`src/rtl/led_cpu_with_rom.sv`:
```
// LED sequencer: steps a fixed 256-entry ROM, holding each 8-bit pattern for 1-4 ticks before
// falling through or jumping. FREQ sets the tick rate; the output is registered and has no backpressure.
module led_cpu_with_rom #(
  parameter logic [31:0] FREQ = 32'd0
) (
  input  logic       clk,
  input  logic       rst,
  output logic [7:0] outPattern
);

  // The 19-bit ROM word is split into a pattern half [18:11] and a control half [10:0].
  // The control half is {hold (ticks-1), jmp, target}.
  function automatic logic [7:0] rom_pat(input logic [7:0] a);
    case (a)
      8'h00:   rom_pat = 8'hAA;
      8'h01:   rom_pat = 8'h55;
      8'h02:   rom_pat = 8'hCC;
      8'h03:   rom_pat = 8'h33;
      8'h04:   rom_pat = 8'hFF;
      8'h06:   rom_pat = 8'h0A;
      8'h0A:   rom_pat = 8'h7F;
      8'h0B:   rom_pat = 8'h80;
      8'h0C:   rom_pat = 8'hFF;
      8'h0E:   rom_pat = 8'h11;
      default: rom_pat = 8'h00;
    endcase
  endfunction

  function automatic logic [10:0] rom_ctl(input logic [7:0] a);
    case (a)
      8'h00:   rom_ctl = {2'd0, 1'b0, 8'h00};
      8'h01:   rom_ctl = {2'd1, 1'b0, 8'h00};
      8'h02:   rom_ctl = {2'd2, 1'b0, 8'h00};
      8'h03:   rom_ctl = {2'd0, 1'b0, 8'h00};
      8'h04:   rom_ctl = {2'd2, 1'b0, 8'h00};
      8'h05:   rom_ctl = {2'd1, 1'b0, 8'h00};
      8'h06:   rom_ctl = {2'd0, 1'b1, 8'h0A};
      8'h0A:   rom_ctl = {2'd1, 1'b0, 8'h00};
      8'h0B:   rom_ctl = {2'd0, 1'b0, 8'h00};
      8'h0C:   rom_ctl = {2'd0, 1'b0, 8'h00};
      8'h0D:   rom_ctl = {2'd1, 1'b0, 8'h00};
      8'h0E:   rom_ctl = {2'd2, 1'b0, 8'h00};
      default: rom_ctl = {2'd0, 1'b1, 8'h00};
    endcase
  endfunction

  logic [7:0]  addrRd;
  logic [1:0]  r_hold_cnt;
  logic [31:0] r_prescale;

  logic [10:0] w_ctl;
  logic [7:0]  w_next_addr;
  logic [7:0]  w_next_pat;
  logic        w_tick;

  assign w_ctl       = rom_ctl(addrRd);
  assign w_next_addr = w_ctl[8] ? w_ctl[7:0] : addrRd + 8'd1;
  assign w_next_pat  = rom_pat(w_next_addr);
  assign w_tick      = (r_prescale == FREQ);

  // The next pattern is loaded on the same edge that leaves the current instruction, so jumps are free.
  always_ff @(posedge clk) begin
    if (rst) begin
      addrRd     <= 8'h00;
      r_hold_cnt <= 2'd0;
      r_prescale <= 32'd0;
      outPattern <= 8'hAA;
    end else if (w_tick) begin
      r_prescale <= 32'd0;
      if (r_hold_cnt == w_ctl[10:9]) begin
        addrRd     <= w_next_addr;
        outPattern <= w_next_pat;
        r_hold_cnt <= 2'd0;
      end else begin
        r_hold_cnt <= r_hold_cnt + 2'd1;
      end
    end else begin
      r_prescale <= r_prescale + 32'd1;
    end
  end

endmodule

```
`config.mk`:
```
export PLATFORM = sky130hd
export DESIGN_NAME = led_cpu_with_rom
export DESIGN_NICKNAME = d
export VERILOG_FILES = /design/src/rtl/led_cpu_with_rom.sv
export SDC_FILE = /design/constraint.sdc
export NUM_CORES = 1
export LEC_CHECK = 0
export ABC_AREA = 0
export CAP_MARGIN = 20
export CORE_MARGIN = 5
export CORE_UTILIZATION = 40
export CTS_CLUSTER_SIZE = 14
export DETAILED_ROUTE_END_ITERATION = 7
export SYNTH_ARGS = -nofsm -noshare
export SYNTH_HDL_FRONTEND = slang
export SYNTH_SLANG_ARGS = --single-unit
```
`constraint.sdc`:
```
create_clock -name clk -period 2.9 [get_ports clk]
set_clock_uncertainty 0.05 [all_clocks]
set_input_delay 0.58 -clock clk [delete_from_list [all_inputs] [get_ports clk]]
set_output_delay 0.58 -clock clk [all_outputs]
set_load 0.05 [all_outputs]
```
==> flow_summary.ini, run 1 <==
[floorplanning]
coreArea_um2 = 6680
dieArea_um2 = 8490
ioPinCount = 10
start_util_pct = 40.4
die_h_um = 92.1
rows = 30
die_w_um = 92.1

[global_route]
grt_max_degree = 33
grt_first_pass_wirelength_um = 9320
grt_pass1_vias = 1965
grt_usage_pct = 13.2
gr-total-overflow = 0
antenna_found_initial = 0

[drt]
via_count = 2195
finalWirelength_um = 5370
post-route-drc-count = 0
wl_per_cell_um = 13.1
dr.pass1.iters = 4
ant_nets = 0
via_per_inst = 5.34
initialDrtViolationCount = 83

[final_layout]
drive_gt1_share_pct = 7.55
mostFrequentLayoutCells = nor2_1 (52), dfxtp_1 (52), xor2_1 (23)
seqCellArea_um2 = 1040
layout.nets = 339
multiInputGateArea_um2 = 1550
area_growth_pct = 9.78
diodes = 0
fillCellCount = 673
stdcell_area_um2 = 2960

[setup_path]
path_class = reg2reg
startpoint_type = flip-flop
r2r_slack_ps = 440
crit_required_ps = 3060
crit_family = simple AND/OR/NAND/NOR gates
cpPeakStageDelay_ps = 530
cp-startpoint = r_prescale[0]
r2r_start = r_prescale[0]
timing.critical_path.buf_inv = 1
crit_slowest_cell = or4_4
cp-end-kind = flip-flop
rr_worst_depth = 8
critPathArrivalTime_ps = 2620
path_cells = inv_1 -> ha_1 -> nor4b_1 -> nand4_1 -> or2_2 -> or4_4 -> and2_4 -> a211oi_1
cp.depth = 8
path_max_fanout = 11

[logic_synthesis]
synthAdderAreaFrac_pct = 2.78
synthFlopType = dfxtp_1
synth_compound_area_share_pct = 12.5
postSynth.asyncResetShare_pct = 0
synth_edf_count = 0
synthSimpleGateAreaFrac_pct = 29.9
yosys.area.top_type = dfxtp_1
synth_top_family_by_area = simple AND/OR/NAND/NOR gates
syn_nets = 329
synth_seq_cells = 52
synth_area_um2 = 2700
synth-xor-area-share_pct = 11.7
synthTopCellsByArea = dfxtp_1 (39%), xor2_1 (7.5%), nor2_1 (7.2%)
yosysSeqAreaShare_pct = 38.6
synth.area.mux_share_pct = 0.742
yosys_warnings = 0
yosysTopAreaCellShare_pct = 38.6
synth_cell_type_count = 53
syn_area_per_cell_um2 = 8.41
netlist_instances = 321

[timing]
rsz0062_at_grt = false
maxSlewHeadroom_pct = 61.9
period_share_pct = 84.8
fin_crit_ps = 2460
worst_pin_slew_ps = 567
max_freq_ghz = 0.406
setup_tns_ps = 0
finalHoldViolCount = 0
drv_slew = 0
setup_viol = 0

[pwr]
ir_worst_vdd_uv = 244
leakage_nw = 1.04
power_density_nw_per_um2 = 768

[place]
gp_congestion = 0.796
dpl-instance-area_um2 = 2880
port-buffer-count = 9
dp_hpwl_um = 3860

[run]
cap_violations = 0

[cts]
root_buffer = clkbuf_8
path_clk_slew_ps = 90
clockBufferDepth = 2
post-cts-setup-buffer-count = 0
clk_latency_ps = 300
cts_made_buffers = 5
h-tree-depth = 2
cts_tree = built
cts_num_sinks = 52
cts_hold_buffers = 0
cts_resized = 0

[hold_path]
hold_class = reg2reg

[run_status]
status = complete, no violations
-- per-layer routing --
layer / wire, µm / part of all wire [%] / vias to the layer above / GRT usage, %
li1: - / - / 1152 / -
met2: 2310 / 43 / 26 / 20.0
met3: 164 / 3.1 / 6 / 3.04
met1: 2820 / 53 / 1011 / 18.9
met5: 0 / 0 / - / 0
met4: 65 / 1.2 / 0 / 3.34
-- cell families after synthesis --
family,Yosys count
AND/OR/NAND/NOR,156
flip-flops,52
AO/OA/AOI/OAI,46
XOR/XNOR,36
buffers and inverters,23
adder cells (fa/ha/maj),6
multiplexers,2
-- through the flow --
stage / power (mW) / util, % / hold slack, ps / std cells / setup slack [ps]
2_1_floorplan: 1.63 / - / 376 / 321 / 699
3_3_place_gp: 1.90 / 43.1 / 389 / 404 / 465
3_5_place_dp: 1.89 / 43.1 / 404 / 404 / 431
4_1_cts: 2.30 / 44.3 / 427 / 411 / 403
5_1_grt: 2.44 / 44.3 / 447 / 411 / 239
6_report: 2.28 / 44.3 / 421 / 411 / 440
-- where the power goes --
group          internal, mW  switching, mW  leakage [nW]
combinational         0.425          0.591         0.578
sequential            0.790         0.0766         0.422
clock                 0.164          0.230        0.0400
-- cell type report --
class	instances	area share (%)
Clock inverter	2	0.422
Clock buffer	5	2.32
Inverter	8	1.01
Sequential cell	52	35.1
Timing Repair Buffer	18	5.32
Tap cell	80	3.38
Multi-Input combinational cell	246	52.4
-- state kept, by name (all words and copies together) (netlist names), named ones only --
name,count
addrRd,8
outPattern,6
r_hold_cnt,2
r_prescale,32
-- synthesized netlist by cell type (all sizes together) (6+ instances only) --
cell	count
dfxtp	52
nor2	52
xor2	23
nand2	21
nand3	13
xnor2	13
a21oi	11
nand4	11
nor3	11
nor4	9
clkbuf	8
inv	8
buf	7
o21ai	7
and3	6
ha	6
nand2b	6
nor2b	6
-- worst min path at each step --
stage | depth (start not counted) | to | startpoint | slack, ps
after detailed placement | 1 | r_prescale[0] | r_prescale[0] | 400
after CTS | 1 | r_prescale[0] | r_prescale[0] | 430
final | 1 | r_prescale[0] | r_prescale[0] | 420
after global routing | 1 | addrRd[5] | addrRd[5] | 450
after global placement | 1 | r_prescale[0] | r_prescale[0] | 390
after floorplan | 1 | r_prescale[0] | r_prescale[0] | 380
No activity file was read; power rests on OpenSTA's default activity.
==> run 2: changes to the inputs <==
==> constraint.sdc (replaced) <==
create_clock -name clk -period 2.26 [get_ports clk]
set_clock_uncertainty 0.05 [all_clocks]
set_input_delay 0.452 -clock clk [delete_from_list [all_inputs] [get_ports clk]]
set_output_delay 0.452 -clock clk [all_outputs]
set_load 0.05 [all_outputs]
==> flow_summary.ini, run 2 (synthesis gave the netlist of run 1 again) <==
[drt]
via_count = 2465
initialDrtViolationCount = 107
top_layer_used = met4
finalWirelength_um = 6420
post-route-drc-count = 0
wl_met1_um = 3160
wl_met2_um = 2890
wl_per_cell_um = 13.9
route.met3.wl_um = 245
via_per_inst = 5.35
ant_nets = 0
dr.pass1.iters = 4

[final_layout]
mostFrequentLayoutCells = buf_4 (54), nor2_1 (51), dfxtp_1 (49)
drive_gt1_share_pct = 24.9
max_flop_register = r_prescale
largest_reg_flops = 32
reg.largest.list = r_prescale: 32 flops, addrRd: 8 flops, outPattern: 6 flops
diodes = 0
layout.nets = 388
area_growth_pct = 28.7
layout.cells.most_common = buf_4
fillCellCount = 650

[place]
dp_hpwl_um = 4620
port-buffer-count = 9
place_ws_ps = -93.8
gp_congestion = 0.852

[global_route]
grt_pass1_vias = 2285
grt_first_pass_wirelength_um = 10700
antenna_found_initial = 0
gr-total-overflow = 0
grt_usage_pct = 15.5
grt_max_degree = 33

[hold_path]
hold_start = outPattern[1]
hold_class = reg2reg

[cts]
cts_num_sinks = 52
path_clk_slew_ps = 90
cts_tree = built
h-tree-depth = 2
clk_latency_ps = 320
clockBufferDepth = 2
root_buffer = clkbuf_8
cts_made_buffers = 5

[setup_path]
path_class = reg2reg
cp-startpoint = addrRd[5]
startpoint_type = flip-flop
crit_required_ps = 2420
cp-end-kind = flip-flop
path_max_fanout = 6
cpPeakStageDelay_ps = 560
path_cells = or4_4 -> buf_6 -> nor2_2 -> o32ai_2 -> nand2_2 -> buf_4 -> mux2i_2 -> a211oi_2
timing.critical_path.buf_inv = 2
crit_slowest_cell = or4_4
critPathArrivalTime_ps = 2390
r2r_start = addrRd[5]
crit_family = simple AND/OR/NAND/NOR gates

[floorplanning]
die_h_um = 92.1
start_util_pct = 40.4
rows = 30
dieArea_um2 = 8490
ioPinCount = 10
coreArea_um2 = 6680
die_w_um = 92.1

[timing]
drv_slew = 0
maxSlewHeadroom_pct = 66.9
max_freq_ghz = 0.447
setup_ws_ps = 24.7
setup_tns_ps = 0
rsz0062_at_grt = true
period_share_pct = 98.9
finalHoldViolCount = 0
worst_pin_slew_ps = 494
setup_viol = 0
fin_crit_ps = 2240

[pwr]
p_seq_share_pct = 33.3
pwr-share-comb_pct = 49.6
p_switching_mw = 1.28
p_clk_share_pct = 17.1
leakage_nw = 1.33
p_int_mw = 2.01
p_sw_share_pct = 39.0
power_density_nw_per_um2 = 949
ir_worst_vdd_uv = 493

[run_status]
status = complete, no violations

[run]
cap_violations = 0
-- run 2: layout make-up --
type | count | area, µm² | share of cell area (%)
clock buffer | 7 | 86.3 | 2.49
multi-input combinational | 247 | 1670 | 48.0
inverter | 8 | 30.0 | 0.865
timing repair buffer | 66 | 538 | 15.5
sequential | 52 | 1040 | 30.1
clock inverter | 1 | 7.51 | 0.216
tap | 80 | 100 | 2.88
-- run 2: final timing paths --
kind | to | slack (ps) | cells past startpoint
hold / removal | outPattern[1] | 420 | 2
setup reg to reg | flip-flop | 20 | 8
hold reg to reg | outPattern[1] | 420 | 2
setup / recovery | flip-flop | 20 | 8
-- run 2: per-layer routing --
| layer | up-vias | GRT usage (%) |
|---|---|---|
| li1 | 1257 | - |
| met3 | 12 | 2.95 |
| met4 | 0 | 6.06 |
| met1 | 1155 | 21.2 |
| met2 | 41 | 23.9 |
| met5 | - | 0 |
-- run 2: stage by stage --
step	utilization (%)	std cells	total power [mW]	area (µm²)	hold WS, ps
4_1_cts	50.0	458	3.13	3340	423
3_3_place_gp	48.5	450	2.55	3240	401
5_1_grt	52.0	461	3.51	3470	446
3_5_place_dp	48.5	450	2.56	3240	402
6_report	52.0	461	3.30	3470	419
2_1_floorplan	-	321	2.10	2700	376
-- run 2: what timing repair did --
action / 4_1_cts / 5_1_grt
endpoints found under the setup margin: 4 / 11
pin swaps: 1 / 7
buffers inserted: 0 / 2
hold buffers: 0 / 0
resized for setup: 2 / 27
cloned: 0 / 1
-- run 2: worst min-delay path, cell delays in order (launching register included) --
cell	delay (ps)
dfxtp_1	330
a21oi_1	60
nand2_1	50
-- run 2: power by group through the flow --
stage	clock network (mW)	registers (mW)	logic (mW)
4_1_cts	0.580	1.10	1.45
3_3_place_gp	0	1.12	1.43
2_1_floorplan	0	1.24	0.854
5_1_grt	0.613	1.11	1.78
3_5_place_dp	0	1.12	1.44
6_report	0.563	1.10	1.63
